**src/rtl/fba_accumulator.sv**
```systemverilog
// fba_accumulator: frame accumulator built on the fixed-bounding add.
// A frame opens with start/len in IDLE, takes len operands in ACC at one per
// cycle, then holds the result in DONE until the consumer takes it.
// The upper byte adds exactly. A carry out of it saturates the accumulator to
// 16'hFFFF and raises a sticky flag for the rest of the frame.
module fba_accumulator (
    input  logic        clk,
    input  logic        rst,
    input  logic        start,
    input  logic [7:0]  len,
    input  logic        in_valid,
    input  logic [15:0] in_data,
    output logic        in_ready,
    output logic        out_valid,
    output logic [15:0] out_data,
    output logic        out_sat,
    input  logic        out_ready,
    output logic        busy
);

    typedef enum logic [1:0] {
        IDLE = 2'd0,
        ACC  = 2'd1,
        DONE = 2'd2
    } state_t;

    state_t      r_state;
    state_t      w_state_nxt;
    logic [15:0] r_acc;
    logic [7:0]  r_count;
    logic        r_sat;
    logic        w_accept;
    logic [16:0] w_sum;

    // Fixed-bounding add. Bit 16 of the result is the saturation event.
    // The lower byte has no carry chain. The highest bit position (7..1)
    // where both operands are set forces that bit and every bit below it to
    // one. Bits above that position are XOR. Bit 0 is an OR.
    // Once the accumulator is already saturated, it stays saturated.
    function automatic logic [16:0] fba_add(input logic [15:0] a,
                                            input logic [15:0] b);
        logic [8:0] hi;
        logic [7:0] mask;
        logic [7:0] lo;
        hi   = {1'b0, a[15:8]} + {1'b0, b[15:8]};
        mask = 8'h00;
        for (int i = 1; i < 8; i++) begin
            if (a[i] & b[i]) begin
                mask = 8'hFF >> (7 - i);
            end
        end
        lo    = (a[7:0] ^ b[7:0]) | mask;
        lo[0] = a[0] | b[0] | mask[0];
        if (hi[8]) begin
            fba_add = {1'b1, 16'hFFFF};
        end else if (a == 16'hFFFF) begin
            fba_add = {1'b0, 16'hFFFF};
        end else begin
            fba_add = {1'b0, hi[7:0], lo};
        end
    endfunction

    assign w_accept  = (r_state == ACC) && in_valid;
    assign w_sum     = fba_add(r_acc, in_data);

    assign in_ready  = (r_state == ACC);
    assign out_valid = (r_state == DONE);
    assign busy      = (r_state != IDLE);
    assign out_data  = r_acc;
    assign out_sat   = r_sat;

    // State register. Reset aborts any frame in progress.
    always_ff @(posedge clk or posedge rst) begin
        if (rst) begin
            r_state <= IDLE;
        end else begin
            r_state <= w_state_nxt;
        end
    end

    // Next-state logic. start is only considered in IDLE. A zero-length
    // frame goes straight to DONE. The final accept goes directly to DONE.
    always_comb begin
        w_state_nxt = r_state;
        case (r_state)
            IDLE: begin
                if (start) begin
                    if (len == 8'd0) begin
                        w_state_nxt = DONE;
                    end else begin
                        w_state_nxt = ACC;
                    end
                end
            end
            ACC: begin
                if (w_accept && (r_count == 8'd1)) begin
                    w_state_nxt = DONE;
                end
            end
            DONE: begin
                if (out_ready) begin
                    w_state_nxt = IDLE;
                end
            end
            default: w_state_nxt = IDLE;
        endcase
    end

    // Accumulator, remaining-operand count and sticky saturation flag.
    always_ff @(posedge clk or posedge rst) begin
        if (rst) begin
            r_acc   <= 16'h0000;
            r_count <= 8'd0;
            r_sat   <= 1'b0;
        end else if ((r_state == IDLE) && start) begin
            r_acc   <= 16'h0000;
            r_count <= len;
            r_sat   <= 1'b0;
        end else if (w_accept) begin
            r_acc   <= w_sum[15:0];
            r_count <= r_count - 8'd1;
            r_sat   <= r_sat | w_sum[16];
        end
    end

endmodule

```
**config.mk**
```make
export PLATFORM = sky130hd
export DESIGN_NAME = fba_accumulator
export DESIGN_NICKNAME = d
export VERILOG_FILES = /design/src/rtl/fba_accumulator.sv
export SDC_FILE = /design/constraint.sdc
export NUM_CORES = 1
export LEC_CHECK = 0
export ABC_AREA = 1
export CAP_MARGIN = 20
export CORE_MARGIN = 2
export CORE_UTILIZATION = 50
export DETAILED_ROUTE_END_ITERATION = 10
export GPL_TIMING_DRIVEN = 0
export PLACE_DENSITY = 0.77
export SLEW_MARGIN = 10
export SYNTH_ARGS = -nofsm -noshare
export SYNTH_HDL_FRONTEND = slang
export SYNTH_SLANG_ARGS = --single-unit
```
**constraint.sdc**
```tcl
create_clock -name clk -period 2.5 [get_ports clk]
set_input_delay 0.375 -clock clk [delete_from_list [all_inputs] [get_ports clk]]
set_output_delay 0.375 -clock clk [all_outputs]
set_load 0.01 [all_outputs]
```
Word-level counts from Yosys, hierarchy flattened
Index checks and enable logic that the tools add are counted.

Register bits after elaboration: 27. Input port bits: 29. Output and inout port bits: 20. Word-level logic and storage cells: 53.

Add/sub/neg operators: 2. Eq/ne operators: 7. Multiplexer cells: 20. Bitwise operators: 12. Reduce and logical (&&, ||, !) cells: 8.

Operators by type and width (number): 8-bit 2-to-1 mux (8); 16-bit 2-to-1 mux (3); 17-bit 2-to-1 mux (1); 16-bit == test, second input constant (1); 2-bit 2-to-1 mux (5); 8-bit by 8-bit adder with 9-bit output (1); 8-bit by 1-bit == test with 1-bit output, second input constant (1); 8-bit zero test (1); 8-bit OR (1); 8-bit by 1-bit subtractor with 8-bit output, second input constant (1); 8-bit XOR (1); 1-bit AND (7); 2-bit case mux with 3 select lines (1); 2-bit by 1-bit inequality test with 1-bit output, second input constant (2); 2-bit nonzero test (2); 1-bit logical AND (3); 1-bit OR (3); 3-bit AND reduction (1); 2-bit by 1-bit == test with 1-bit output, second input constant (1); 2-bit == test, second input constant (1); 2-bit zero test (1); 1-bit 2-to-1 mux (2); 2-bit inequality test, second input constant (1).

Logic depth before layout (Yosys ltp)
Gate-level depths: netlist of the first run.

Depth after elaboration: 14. Mapped depth: 11. Gate-level depth less buffers: 10.

Worst setup path before layout of the first run
No wires, ideal clock.

Kind: register to register. From: register r_acc[8] (netlist: out_data[8]). To: register r_acc[2] (netlist: out_data[2]). Library setup time: 0.116 ns. Arrival time: 1.710 ns. Required time: 2.384 ns. Setup slack: 0.674 ns. Stages on the path, launching flop included: 12. Buffers on the path: 1. Period minus slack after synthesis: 1.826 ns. Path through: dfrtp_1 ha_1 fa_1 nand2_1 nand2_1 nand3_1 nand2_2 nor2_4 buf_6 nand2_1 nand2_1 nand2_1.

Cells in the longest elaborated chain, start to end: 5. Elaborated cells on any way between the ends: 6. Those cells by class: 1 x add/sub; 1 x eq/ne; 4 x mux.

RTL lines: from (decl) (RTL line 29) `logic [15:0] r_acc;`; from (signal assigned) (RTL line 120) `r_acc <= w_sum[15:0];`; parallel branches: the longest is 2 deep, another holds 8-bit by 8-bit adder with 9-bit output; 17-bit 2-to-1 mux (*) (RTL line 54) `if (hi[8]) begin`; 16-bit 2-to-1 mux (*) (RTL line 119) `end else if (w_accept) begin`; 16-bit 2-to-1 mux (*) (RTL line 115) `end else if ((r_state == IDLE) && start) begin`.

Mark *: on every way between the ends. The select of a mux whose other input is x is not followed. A chain may end at the register's enable or synchronous reset.

Worst setup path after layout of the first run
From: input port in_data[8]. To: register r_acc[14] (netlist: out_data[14]).

Cells in the longest elaborated chain, start to end: 5.

RTL lines: from (decl) (RTL line 12) `input logic [15:0] in_data,`; 8-bit by 8-bit adder with 9-bit output (*) (RTL line 45) `hi = {1'b0, a[15:8]} + {1'b0, b[15:8]};`; 16-bit 2-to-1 mux (RTL line 56) `end else if (a == 16'hFFFF) begin`; 17-bit 2-to-1 mux (*) (RTL line 54); 16-bit 2-to-1 mux (*) (RTL line 119); 16-bit 2-to-1 mux (*) (RTL line 115).

Every way passes the cells marked *; elsewhere a longest branch is shown, timed or not. The select of a mux whose other input is x is not followed.

==> run metrics, run 1 <==
Slew Limit Fails 0; CTS max path bufs 2; Initial Util 51.6%; maximum fanout along the worst path 10; fin area 2670 um^2; hold slack around 0.44 ns; vias in the first global route 1,790; placed instance area 2610 um^2; post-synthesis register bit count 27; final hold vios 0; Final #Nets between 300 and 400; synthesized area 2060 um^2; Synth cell types 33; Post CTS Setup Buffer Count 0; All-Layer GR Usage roughly 21%; CTS resizes 0; Port Buffers 48; CTS H-tree lvls 1; syn_nets between 300 and 400; Ports approximately 50; clock-pin slew on the worst setup and hold paths ~0.090 ns; Power Dens Cells about 1100 nW/um^2; row count 23; share of layout cells above drive strength 1 6.94%; RSZ-0062 raised after global routing false; vias per cell between 4 and 5; final period utilization ~84%; Rel. slew slack between 60% and 70%; Crit. End Element flop; crit path time final 2.09 ns; f_max approximately 480 MHz; Syn Inst Count between 200 and 300; final setup violation count 0; Root Driver clkbuf_8; initial DRC count about 100; WL final 4540 um; Syn-to-layout area delta 29.2%; YS warnings 0; initial antenna violation count 0; run status complete, no violations; Clk Latency, worst-skew pair between 0.2 and 0.3 ns; routability congestion estimate ~0.83; Setup TNS Final 0 ns; Remaining DRCs 0; Req. time, crit path between 2 and 3 ns; max_cap viols 0; Seq/Total Area, Yosys around 33%; first-pass GRT wire length 7610 um; CTS tree built; Hold Path Class in -> async; die area roughly 4700 um^2; core box area 4000 um^2; ant diodes 0; dpl ws approximately 0.090 ns; total overflow reported by the global router 0; reg2reg setup slack ~0.5 ns; worst slew pin tran between 0.5 and 0.6 ns; # hold bufs at CTS 0; Worst EP arrival 2.26 ns; Clock Skew 0.00536 ns; Avg Inst Size Synth just over 7 um^2; post-DP HPWL 3600 um; Worst VDD drop 541 uV; largest net degree at the start of global routing 28; startpoint types primary input; leakage roughly 0.0014 uW; Die H 68.3 um; final setup margin around 0.41 ns; CTS sink cnt 27; drt wl/cell approximately 11 um; antenna-violating nets left 0; Pre-antenna DRT Iters 5; Vias 1,965; TritonCTS Buffers 3; WS Path Type in -> reg; Die Width 68.3 um
==> flip-flops by register name, summed over array words and instances, names as in the netlist <==
| signal | count |
|---|---|
| out_sat | 1 |
| r_state | 2 |
| out_data | 16 |
| r_count | 8 |
==> cell families (layout without fill, tap and decap cells) <==
kind of cell | Yosys count | after routing | share of synthesized area (%)
compound gates | 25 | 25 | 7.46
xor+xnor | 4 | 4 | 1.70
fa+ha+maj | 17 | 17 | 10.7
buf+inv | 44 | 97 | 9.70
flops | 27 | 27 | 32.7
simple gates | 176 | 176 | 37.8
==> final timing paths <==
check,cells past startpoint,endpoint,from
min in group clk,2,r_count[2]$_DFFE_PP0P_,r_count[2]$_DFFE_PP0P_
min,2,out_data[1]$_DFFE_PP0P_,rst
min reg2reg,2,r_count[2]$_DFFE_PP0P_,r_count[2]$_DFFE_PP0P_
max reg2reg,11,out_data[14]$_DFFE_PP0P_,out_data[8]$_DFFE_PP0P_
max in group asynchronous,3,out_data[12]$_DFFE_PP0P_,rst
max,12,out_data[14]$_DFFE_PP0P_,in_data[8]
==> layout by cell type, fill, tap and decap left out, types with 3 or more instances in the layout <==
cell               n
dfrtp_1           27
nand2_1          114
a21oi_1            5
ha_1              16
nand3_1           13
o21ai_0           10
nor2_1            30
buf_6              3
inv_1             37
clkbuf_8           4
nand3_2            3
xor2_1             4
clkdlybuf4s50_1   48
==> worst max-delay path: stages <==
cell and delay, ns:
clkdlybuf4s50_1 0.40, ha_1 0.22, fa_1 0.42, nand2_1 0.10, nand2_1 0.08, nand3_1 0.10, nand2_2 0.09, nor2_4 0.12
buf_6 0.17, nand3_2 0.08, nand2_1 0.07, nand2_1 0.05
==> Yosys cell counts <==
cell | number | area [um^2]
a21o_1 | 1 | 7.51
a21oi_1 | 5 | 25.0
a21oi_2 | 1 | 8.76
a32oi_1 | 1 | 8.76
buf_6 | 3 | 33.8
clkbuf_8 | 1 | 13.8
dfrtp_1 | 27 | 676
fa_1 | 1 | 20.0
ha_1 | 16 | 200
inv_1 | 37 | 139
inv_2 | 2 | 7.51
inv_4 | 1 | 6.26
nand2_1 | 114 | 428
nand2_2 | 1 | 6.26
nand2_4 | 2 | 22.5
nand3_1 | 13 | 65.1
nand3_2 | 3 | 30.0
nand3_4 | 1 | 17.5
nand3b_1 | 1 | 7.51
nand4_1 | 2 | 12.5
nor2_1 | 30 | 113
nor2_4 | 2 | 22.5
nor2_8 | 1 | 20.0
nor3_1 | 2 | 10.0
nor4_1 | 2 | 12.5
o211ai_1 | 2 | 15.0
o21ai_0 | 10 | 50.1
o21bai_1 | 1 | 7.51
o221ai_1 | 2 | 17.5
o22ai_1 | 1 | 6.26
o31ai_1 | 1 | 7.51
or2_2 | 2 | 12.5
xor2_1 | 4 | 35.0
==> area by class of cell <==
| cell class | instances | area [um^2] |
|---|---|---|
| plain buffers | 4 | 47.5 |
| clock buffers | 4 | 45.0 |
| fillers | 366 | 1330 |
| inverters | 40 | 153 |
| multi-input cells | 222 | 1190 |
| flip-flops and latches | 27 | 676 |
| well taps | 50 | 62.6 |
| repair buffers | 49 | 495 |
==> report_power, final <==
part,switching (uW),internal (uW)
clock network,137,114
logic,1050,864
registers,195,650
==> layer usage <==
| layer | global-route usage (%) | share of wire [%] | wire length [um] | vias to the layer above |
|---|---|---|---|---|
| li1 | - | - | - | 1026 |
| met1 | 28.4 | 46 | 2090 | 864 |
| met2 | 36.0 | 47 | 2120 | 68 |
| met3 | 2.80 | 5.7 | 260 | 7 |
| met4 | 7.00 | 1.5 | 70 | 0 |
| met5 | 0 | 0 | 0 | - |
==> through the flow <==
| step | total power, uW | util (%) | std cells |
|---|---|---|---|
| 2_1_floorplan | 2110 | - | 293 |
| 3_3_place_gp | 2720 | 65.2 | 391 |
| 3_5_place_dp | 2770 | 65.2 | 391 |
| 4_1_cts | 3030 | 66.3 | 395 |
| 5_1_grt | 3330 | 66.7 | 396 |
| 6_report | 3010 | 66.7 | 396 |
Note: power is estimated with default switching activity, not from simulation.
==> inputs of run 2 (changes only) <==
- clock period: 2.5 -> 2.1 ns (I/O delays scaled with it)
==> run 2 against run 1 <==
Combinational power rose by 19%. Clock-buffer cell count did not move. First-iteration DRC count fell by 1.9%. Non-clock buffer count did not move. Total power rose by 19%. Worst hold slack got worse by 0.058 ns. Die area did not move. Highest routed layer unchanged.
==> run metrics, run 2 (synthesized netlist as in run 1, its figures left out) <==
post-DP HPWL 3600 um (unchanged); Initial Util 51.6% (unchanged); row count 23 (unchanged); fin area 2670 um^2 (about the same); clock-pin slew on the worst setup and hold paths 0.09 ns (about the same); routability congestion estimate 0.834 (unchanged); hold slack 0.386 ns (-0.0577 ns); maximum fanout along the worst path 10 (unchanged); vias per cell 4.96 (about the same); vias in the first global route 1,790 (unchanged); max reg flops 16 (unchanged); share of layout cells above drive strength 1 7.23% (+0.29 points); Slew Limit Fails 0 (unchanged); Die H 68.3 um (unchanged); Post CTS Setup Buffer Count 0 (unchanged); crit path time final 1.97 ns; final period utilization a little over nine tenths; Syn-to-layout area delta 29.3% (about the same); run status complete, no violations; commonest non-fill, non-tap cells in the layout nand2_1, clkdlybuf4s50_1, inv_1, nor2_1, dfrtp_1; TritonCTS Buffers 3 (unchanged); Clk Latency, worst-skew pair 0.28 ns (about the same); reg2reg setup slack 0.15 ns (-0.34 ns); commonest non-fill, non-tap cell in the layout nand2_1; Crit. End Element flop; worst slew pin tran 0.582 ns (+0.00528 ns); antenna-violating nets left 0 (unchanged); die area 4660 um^2 (unchanged); Clock Skew 0.00543 ns (+0.0000659 ns); Die Width 68.3 um (unchanged); reg2reg path depth 11 (unchanged); placed instance area 2610 um^2 (unchanged); max_cap viols 0 (unchanged); final setup violation count 0 (unchanged); CTS sink cnt 27 (unchanged); Worst VDD drop 645 uV (+19%); drt wl/cell 11.5 um (+0.22%); WL final 4550 um (+0.22%); Power Dens Cells 1340 nW/um^2 (+19%); f_max a little over 500 MHz; Worst EP arrival 2.14 ns (-0.12 ns); Hold Path Class in -> async; Req. time, crit path 2.27 ns (-0.40 ns); total overflow reported by the global router 0 (unchanged); Root Driver clkbuf_8; startpoint types primary input; All-Layer GR Usage 21.4% (unchanged); Tot Pwr 3580 uW (+19%); Setup TNS Final 0 ns (unchanged); # hold bufs at CTS 0 (unchanged); initial antenna violation count 0 (unchanged); CTS H-tree lvls 1 (unchanged); leakage 0.00139 uW (about the same); RSZ-0062 raised after global routing false; Fillers 366 (unchanged); Vias 1,964 (-0.051%); core box area 4000 um^2 (unchanged); WS Path Type in -> reg; Pre-antenna DRT Iters 6 (+1); Ports 49 (unchanged); CTS tree built; initial DRC count 102 (-1.9%); Remaining DRCs 0 (unchanged); final hold vios 0 (unchanged); Final #Nets 393 (unchanged); first-pass GRT wire length 7610 um (unchanged); largest net degree at the start of global routing 28 (unchanged); Port Buffers 48 (unchanged); ant diodes 0 (unchanged); Rel. slew slack 61.2% (-0.35 points); CTS max path bufs 2 (unchanged)
run 2: cell counts in the layout (fill, tap and decap cells not counted):
No cell type changed its count.
run 2: worst max-delay path, stage by stage:
cell and delay, ns:
clkdlybuf4s50_1 0.40, ha_1 0.22, fa_2 0.36, nand2_1 0.09
nand2_1 0.08, nand3_1 0.10, nand2_2 0.09, nor2_4 0.12
buf_6 0.17, nand3_2 0.08, nand2_1 0.07, nand2_1 0.05
run 2: per-layer routing:
layer | up-vias | GRT usage [%] | wire length (um)
li1 | 1026 | - | -
met1 | 870 | 28.4 | 2120
met2 | 61 | 36.0 | 2120
met3 | 7 | 2.80 | 243
met4 | 0 | 7.00 | 70
met5 | - | 0 | 0
run 2: through the flow:
| stage | util (%) | setup slack, ns | instances |
|---|---|---|---|
| floorplan | - | 0.274 | 293 |
| global placement | 65.2 | -0.221 | 391 |
| detailed placement | 65.2 | -0.250 | 391 |
| CTS | 66.3 | 0.0425 | 395 |
| global route | 66.8 | 0.00240 | 396 |
| finish | 66.8 | 0.130 | 396 |
run 2: path summary, 6_finish.rpt:
check,startpoint,endpoint
setup / recovery,in_data[8],out_data[14]$_DFFE_PP0P_
hold / removal,rst,out_data[1]$_DFFE_PP0P_
setup reg to reg,out_data[8]$_DFFE_PP0P_,out_data[14]$_DFFE_PP0P_
hold reg to reg,r_count[2]$_DFFE_PP0P_,r_count[2]$_DFFE_PP0P_
max in group asynchronous,rst,out_data[12]$_DFFE_PP0P_
min in group clk,r_count[2]$_DFFE_PP0P_,r_count[2]$_DFFE_PP0P_
run 2: layout make-up:
cell class	count	area (um^2)	area share (%)
multi-input cells	222	1190	44.6
flip-flops and latches	27	676	25.3
repair buffers	49	495	18.6
inverters	40	153	5.72
well taps	50	62.6	2.34
plain buffers	4	47.5	1.78
clock buffers	4	45.0	1.69
run 2: repair_timing:
item | in CTS | in global routing
resized for setup | 0 | 1
endpoints found under the setup margin | 0 | 10
endpoints found under the hold margin | 0 | 0
run 2: power by group:
group	internal (uW)	total [uW]	switching (uW)
clock network	136	300	164
registers	774	1010	233
logic	1030	2280	1250
